### src/rtl/sync_fifo_flags.sv
// Synchronous FIFO with first-word fall-through output, registered-count
// status flags and sticky overflow/underflow error flags.
module sync_fifo_flags #(
  parameter int DEPTH      = 32,
  parameter int DATA_WIDTH = 8,
  parameter int PTR_SIZE   = 5,
  parameter int AF_THRESH  = 28,
  parameter int AE_THRESH  = 4
) (
  input  logic                  clk,
  input  logic                  rst,
  input  logic                  flush,
  input  logic                  clr_err,
  input  logic                  wr_en,
  input  logic [DATA_WIDTH-1:0] data_in,
  input  logic                  re_en,
  output logic [DATA_WIDTH-1:0] data_out,
  output logic                  empty,
  output logic                  full,
  output logic                  almost_empty,
  output logic                  almost_full,
  output logic [PTR_SIZE:0]     count,
  output logic                  overflow,
  output logic                  underflow
);

  localparam logic [PTR_SIZE:0] DEPTH_C = (PTR_SIZE+1)'(DEPTH);
  localparam logic [PTR_SIZE:0] AF_C    = (PTR_SIZE+1)'(AF_THRESH);
  localparam logic [PTR_SIZE:0] AE_C    = (PTR_SIZE+1)'(AE_THRESH);
  localparam logic [PTR_SIZE:0] ONE_C   = (PTR_SIZE+1)'(1);
  localparam logic [PTR_SIZE-1:0] PINC  = PTR_SIZE'(1);

  logic [DATA_WIDTH-1:0] mem_q [DEPTH];
  logic [PTR_SIZE-1:0]   wr_ptr_q, wr_ptr_d;
  logic [PTR_SIZE-1:0]   rd_ptr_q, rd_ptr_d;
  logic [PTR_SIZE:0]     count_q, count_d;
  logic                  ovf_q, ovf_d;
  logic                  udf_q, udf_d;
  logic                  rd_acc, wr_acc;

  // Status flags decode the registered count only, so they lag the access by one edge.
  always_comb begin
    empty        = (count_q == '0);
    full         = (count_q == DEPTH_C);
    almost_empty = (count_q <= AE_C);
    almost_full  = (count_q >= AF_C);
    count        = count_q;
    overflow     = ovf_q;
    underflow    = udf_q;
    data_out     = empty ? '0 : mem_q[rd_ptr_q];
  end

  // Accept decode and next state; a full FIFO takes a write only alongside a pop.
  always_comb begin
    rd_acc   = re_en && !empty;
    wr_acc   = wr_en && (!full || rd_acc);
    wr_ptr_d = wr_ptr_q;
    rd_ptr_d = rd_ptr_q;
    count_d  = count_q;
    ovf_d    = ovf_q && !clr_err;
    udf_d    = udf_q && !clr_err;
    if (flush) begin
      wr_ptr_d = '0;
      rd_ptr_d = '0;
      count_d  = '0;
    end else begin
      if (wr_acc) wr_ptr_d = wr_ptr_q + PINC;
      if (rd_acc) rd_ptr_d = rd_ptr_q + PINC;
      if (wr_acc && !rd_acc) count_d = count_q + ONE_C;
      if (rd_acc && !wr_acc) count_d = count_q - ONE_C;
      // a new error event beats a coincident clear
      if (wr_en && !wr_acc) ovf_d = 1'b1;
      if (re_en && empty)   udf_d = 1'b1;
    end
  end

  // Pointer, count and sticky flag state; reset outranks flush.
  always_ff @(posedge clk) begin
    if (rst) begin
      wr_ptr_q <= '0;
      rd_ptr_q <= '0;
      count_q  <= '0;
      ovf_q    <= 1'b0;
      udf_q    <= 1'b0;
    end else begin
      wr_ptr_q <= wr_ptr_d;
      rd_ptr_q <= rd_ptr_d;
      count_q  <= count_d;
      ovf_q    <= ovf_d;
      udf_q    <= udf_d;
    end
  end

  // Storage array is never reset; only accepted writes outside rst/flush land.
  always_ff @(posedge clk) begin
    if (!rst && !flush && wr_acc) mem_q[wr_ptr_q] <= data_in;
  end

endmodule

### config.mk
export PLATFORM = sky130hd
export DESIGN_NAME = sync_fifo_flags
export DESIGN_NICKNAME = d
export VERILOG_FILES = /design/src/rtl/sync_fifo_flags.sv
export SDC_FILE = /design/constraint.sdc
export NUM_CORES = 1
export LEC_CHECK = 0
export BUFFER_PORTS_ARGS = -buffer_cell sky130_fd_sc_hd__buf_4
export CAP_MARGIN = 20
export CORE_MARGIN = 2
export CORE_UTILIZATION = 32
export CTS_CLUSTER_DIAMETER = 80
export DETAILED_ROUTE_END_ITERATION = 8
export GPL_ROUTABILITY_DRIVEN = 0
export GPL_TIMING_DRIVEN = 0
export PLACE_DENSITY = 0.55
export SLEW_MARGIN = 20
export SYNTH_ARGS = -nofsm -noshare
export SYNTH_HDL_FRONTEND = slang
export SYNTH_SLANG_ARGS = --single-unit
### constraint.sdc
create_clock -name clk -period 3.44 [get_ports clk]
set_input_delay 1.032 -clock clk [delete_from_list [all_inputs] [get_ports clk]]
set_output_delay 1.032 -clock clk [all_outputs]
set_load 0.01 [all_outputs]
### Word level (Yosys, flattened, before mapping)

Memories as Yosys holds them, arrays and structs flattened. A register that Yosys moved wholly into a read port is not among the register bits.
Cells that the tools add are included.

| word-level totals | value |
|---|---|
| bits in registers | 18 |
| RAM bits | 256 |
| output and inout port bits | 20 |
| memories kept | 1 |

| operators by class | value |
|---|---|
| add/sub/neg operators | 4 |
| order comparisons | 2 |
| eq/ne operators | 1 |
| mux-type cells | 11 |
| reduce and logical (&&, ||, !) cells | 21 |

Memories:

| name | words | bits a word | read ports | clocked after memory_dff | write ports | line | source |
|---|---|---|---|---|---|---|---|
| mem_q | 32 | 8 | 1 | 1 | 1 | 33 | `logic [DATA_WIDTH-1:0] mem_q [DEPTH];` |

Operator list:

| cell | number |
|---|---|
| 6-bit 2-to-1 mux | 2 |
| 5-bit by 1-bit adder with 5-bit output, second input constant | 2 |
| 1-bit logical AND | 10 |
| 5-bit 2-to-1 mux | 2 |
| 8-bit 2-to-1 mux | 1 |
| 1-bit logical NOT | 7 |
| 6-bit by 1-bit adder with 6-bit output, second input constant | 1 |
| 6-bit == test, second input constant | 1 |
| 6-bit by 5-bit greater-or-equal comparator with 1-bit output, second input constant | 1 |
| 6-bit by 3-bit <= comparator with 1-bit output, second input constant | 1 |
| 6-bit logical NOT | 1 |
| 1-bit 2-to-1 mux | 6 |
| 6-bit by 1-bit subtractor with 6-bit output, second input constant | 1 |
| 2-bit nonzero test | 1 |
| 2-bit OR reduction | 1 |
| 1-bit logical OR | 1 |

### Longest topological paths before layout

| depth | value |
|---|---|
| word-level depth | 9 |
| gate-level depth with buffers | 11 |

### Worst setup path before layout

No wires, ideal clock.

| path | value |
|---|---|
| kind | in2reg |
| start | in re_en |
| end | reg count_q[5] (netlist: count[5]) |
| arrival | 3260 ps |
| setup slack | 106 ps |
| stages on the path | 10 |
| cells stage by stage | buf_2 > inv_1 > or3_1 > inv_1 > ha_1 > a211oi_1 > o21ai_0 > and4_1 > or3_1 > a31oi_1 |

| between the ends | value |
|---|---|
| longest elaborated chain between the ends | 6 |
| elaborated cells on any way between the ends | 9 |

Ends and longest elaborated chain:

| item | line | source |
|---|---|---|
| start, declared | 16 | `input logic re_en,` |
| 1-bit logical AND (*) | 55 | `rd_acc = re_en && !empty;` |
| 1-bit logical OR | 56 | `wr_acc = wr_en && (!full \|\| rd_acc);` |
| 1-bit logical AND | 56 |  |
| 1-bit logical NOT | 70 | `if (rd_acc && !wr_acc) count_d = count_q - ONE_C;` |
| 1-bit logical AND | 70 |  |
| 6-bit 2-to-1 mux / 2-bit nonzero test (equally long branches) | - |  |
| end signal, assigned | 88 | `count_q <= count_d;` |
| end, declared | 36 | `logic [PTR_SIZE:0] count_q, count_d;` |

Every way passes the cells marked *; elsewhere a longest branch is shown, timed or not.
A chain may end at the register's enable or synchronous reset.

==> impl_metrics.csv <==
group,metric,value,unit
worst_setup_path,r2r-start,"count[4]",
power_and_ir_drop,p_leak,4.061,nW
final_layout,fillCellCount,3125,
synth,synth.ff_latch_count,279,
timing,hold_viol,0,
grt,grt_pass1_wl,37.43,mm
route,avgViaCountPerCell,5.054,
outcome,violations,"setup timing",
synth,synth_compound_area_frac,0.03182,
grt,grt_use_total,0.1373,
worst_setup_path,cp-start-kind,"flip-flop",
synth,synth_edf_count,256,
synth,syn_area_per_cell,19.42,um^2
worst_setup_path,critical_path_arrival,2.67,ns
timing,setup_viol,8,
route,m1WireLength,10.62,mm
route,route.detailed.drc,0,
synth,muxShareOfSynthArea,0.1513,
timing,period_share,1.075,
synth,synth_adder_area_share,0.01188,
worst_setup_path,r2r_cells,11,
synth,synth_top_family_by_area,"multiplexers",
worst_hold_path,whs_path_depth,1,
timing,skew,0.01403,ns
route,wl_met2,11.91,mm
floorplan,die_y,190.8,um
power_and_ir_drop,power.total,0.007230,W
worst_hold_path,hold_path.class,"reg2reg",
timing,rsz0062_at_grt,"true",
clocking,clk_latency,0.54,ns
grt,overflow,0,
placement,place_hpwl,15.84,mm
floorplan,num_rows,68,
timing,fin_ws,-0.2589,ns
worst_setup_path,r2r_setup_slack,0.20,ns
timing,timing.slew.headroom,0.3756,
route,route.met3.wl,1.438,mm
floorplan,die_area,36400,um^2
final_layout,final_nets,668,
route,wl_per_cell,21.86,um
clocking,cts.sinks,279,
clocking,htree_levels,1,
grt,grt_pass1_vias,5895,
worst_setup_path,rr_endpoint,"count[5]",
run,cap_violations,0,
grt,grt_max_degree,33,
clocking,numCtsBuffers,30,
route,ant_nets,0,
outcome,status,"complete, but fails checks",
power_and_ir_drop,power_density,546.5,nW/um^2
worst_hold_path,hold_end,"overflow",
worst_setup_path,end_kind,"output port",
synth,synth_nets,599,
clocking,cts_tree,"built",
placement,pre_cts_slack,-0.6066,ns
floorplan,initial_core_util,0.3240,
route,top_layer_used,"met4",
power_and_ir_drop,peakVddDrop,0.3476,mV
timing,min_period,3.699,ns
synth,yosysSeqAreaShare,0.7297,
route,wl,24.49,mm
placement,portBuffers,31,
final_layout,drive_gt1_frac,0.3038,
final_layout,diodes,0,
synth,postSynthCellCount,575,
route,dr.pass1.iters,4,
worst_setup_path,worstSetupPathType,"reg2out",
synth,yosysWarnings,0,
worst_setup_path,worstPathMaxFanout,10,
synth,ys_types,50,
clocking,root_buffer,"clkbuf_16",
floorplan,die_x,190.8,um
synth,ys.flop_type,"edfxtp_1",
floorplan,pin_count,34,
timing,worst_slew_pin_slew,0.9331,ns
clocking,path_clk_slew,0.06,ns
timing,slew_violations,0,
worst_setup_path,crit_required,2.41,ns
route,drt_iter0_drc,460,
synth,yosys.area_share.xor_xnor,0.006275,
synth,synthesis.area,11170,um^2
grt,antenna_found_initial,0,
clocking,cts_buffer_depth,3,
route,vias,5660,
final_layout,syn2layout_area_growth,18.48,%
timing,fmax,270.3,MHz
synth,ys_async_sr_fraction,0,
worst_hold_path,hp-start,"overflow",
floorplan,core-area,34460,um^2
synth,synth_simple_gate_area_share,0.04998,
## stage by stage
stage          instance area, um^2  std cells  setup TNS [ns]  hold WS (ns)  utilization
2_1_floorplan                11170        575               0        0.4625            -
3_3_place_gp                 11970       1061          -2.089        0.4585       0.3473
3_5_place_dp                 11970       1061          -4.805        0.4689       0.3473
4_1_cts                      13120       1116          -2.362        0.4834       0.3807
5_1_grt                      13230       1120          -2.422        0.5104       0.3839
6_report                     13230       1120          -1.815        0.4784       0.3839
## worst max-delay path: stages (launching register included)
cell	delay [ns]
dfxtp_2	0.34
buf_12	0.12
buf_12	0.14
mux4_2	0.55
mux4_2	0.56
nor2b_4	0.16
a2111oi_1	0.07
buf_4	0.19
## worst max path at each step
| stage | start | cells after the start | to |
|---|---|---|---|
| global route | flip-flop | 7 | data_out[2] |
| detailed placement | flip-flop | 5 | data_out[5] |
| CTS | flip-flop | 7 | data_out[1] |
| finish | flip-flop | 7 | data_out[2] |
| floorplan | re_en | 10 | count[5] |
| global placement | flip-flop | 5 | data_out[5] |
## layout by cell type, fill, tap and decap left out, types with 4 or more instances in the layout
cell type and instances:
buf_12 5, buf_4 41, buf_6 5, bufinv_16 5, clkbuf_1 9, clkbuf_16 31
clkinv_1 6, dfxtp_1 22, edfxtp_1 256, ha_1 9, inv_1 10, mux2i_1 9
mux4_2 70, nand2_1 13, nand3_1 10, nand3b_1 4, nor2_1 48, nor2b_4 5
o21ai_0 6, o21ai_1 4, o22ai_1 6, or3_1 6, xor2_1 5
## synthesized netlist by cell type, drive strengths merged (3+ instances only)
library cell | instances | area (um^2)
o22ai | 8 | 50.05
a211oi | 3 | 22.52
clkbuf | 9 | 35.03
nand4 | 3 | 18.77
inv | 10 | 37.54
and2 | 3 | 18.77
xnor2 | 3 | 26.28
ha | 9 | 112.6
edfxtp | 256 | 7687
nor2 | 49 | 183.9
nand3 | 11 | 60.06
a2111oi | 7 | 61.31
buf | 19 | 140.1
or3 | 6 | 37.54
xor2 | 5 | 43.79
a21oi | 5 | 25.02
mux2i | 9 | 90.09
or2 | 3 | 18.77
nor2b | 9 | 56.30
dfxtp | 23 | 460.4
nand2 | 13 | 48.80
or3b | 3 | 26.28
mux4 | 70 | 1577
o21ai | 11 | 58.80
nand3b | 4 | 30.03
## state kept, by name (all words and copies together), names as in the netlist, named ones only
register   flops
mem_q        256
count          6
rd_ptr_q       5
wr_ptr_q       5
overflow       1
underflow      1
## report_power, final
group / internal (W) / switching (W) / total (W)
combinational: 0.0000926 / 0.000147 / 0.000240
clock: 0.00201 / 0.00127 / 0.00328
sequential: 0.00371 / 0.00000732 / 0.00371
## layout make-up
class,count,area (um^2),share of cell area
repair buffers,37,277.8,0.02100
clock inverters,19,225.2,0.01702
plain buffers,28,252.7,0.01911
flip-flops and latches,279,8149,0.6160
multi-input cells,258,2930,0.2215
clock buffers,34,787.0,0.05949
inverters,10,37.54,0.002837
well taps,455,569.3,0.04303
## cell families (layout without fill, tap and decap cells)
group | count (synthesis) | in the layout
AOI/OAI and AO/OA | 49 | 49
and+or+nand+nor | 110 | 110
adders and majority gates | 10 | 10
xor gates and xnor gates | 8 | 8
DFF | 279 | 279
buffers and inverters | 38 | 128
muxes | 81 | 81
## what timing repair did
item | CTS | global route
pin swaps | 0 | 1
setup buffers | 2 | 4
gates resized for setup | 38 | 20
hold buffers | 0 | 0
endpoints found under the hold margin | 0 | 0
endpoints found under the setup margin | 8 | 9
## layer usage
| layer | GRT usage | up-vias |
|---|---|---|
| met5 | 0 | - |
| met4 | 0.03727 | 0 |
| met3 | 0.02245 | 37 |
| met2 | 0.2270 | 197 |
| met1 | 0.1880 | 2936 |
| li1 | - | 2490 |
Note: power is estimated with default switching activity, not from simulation.
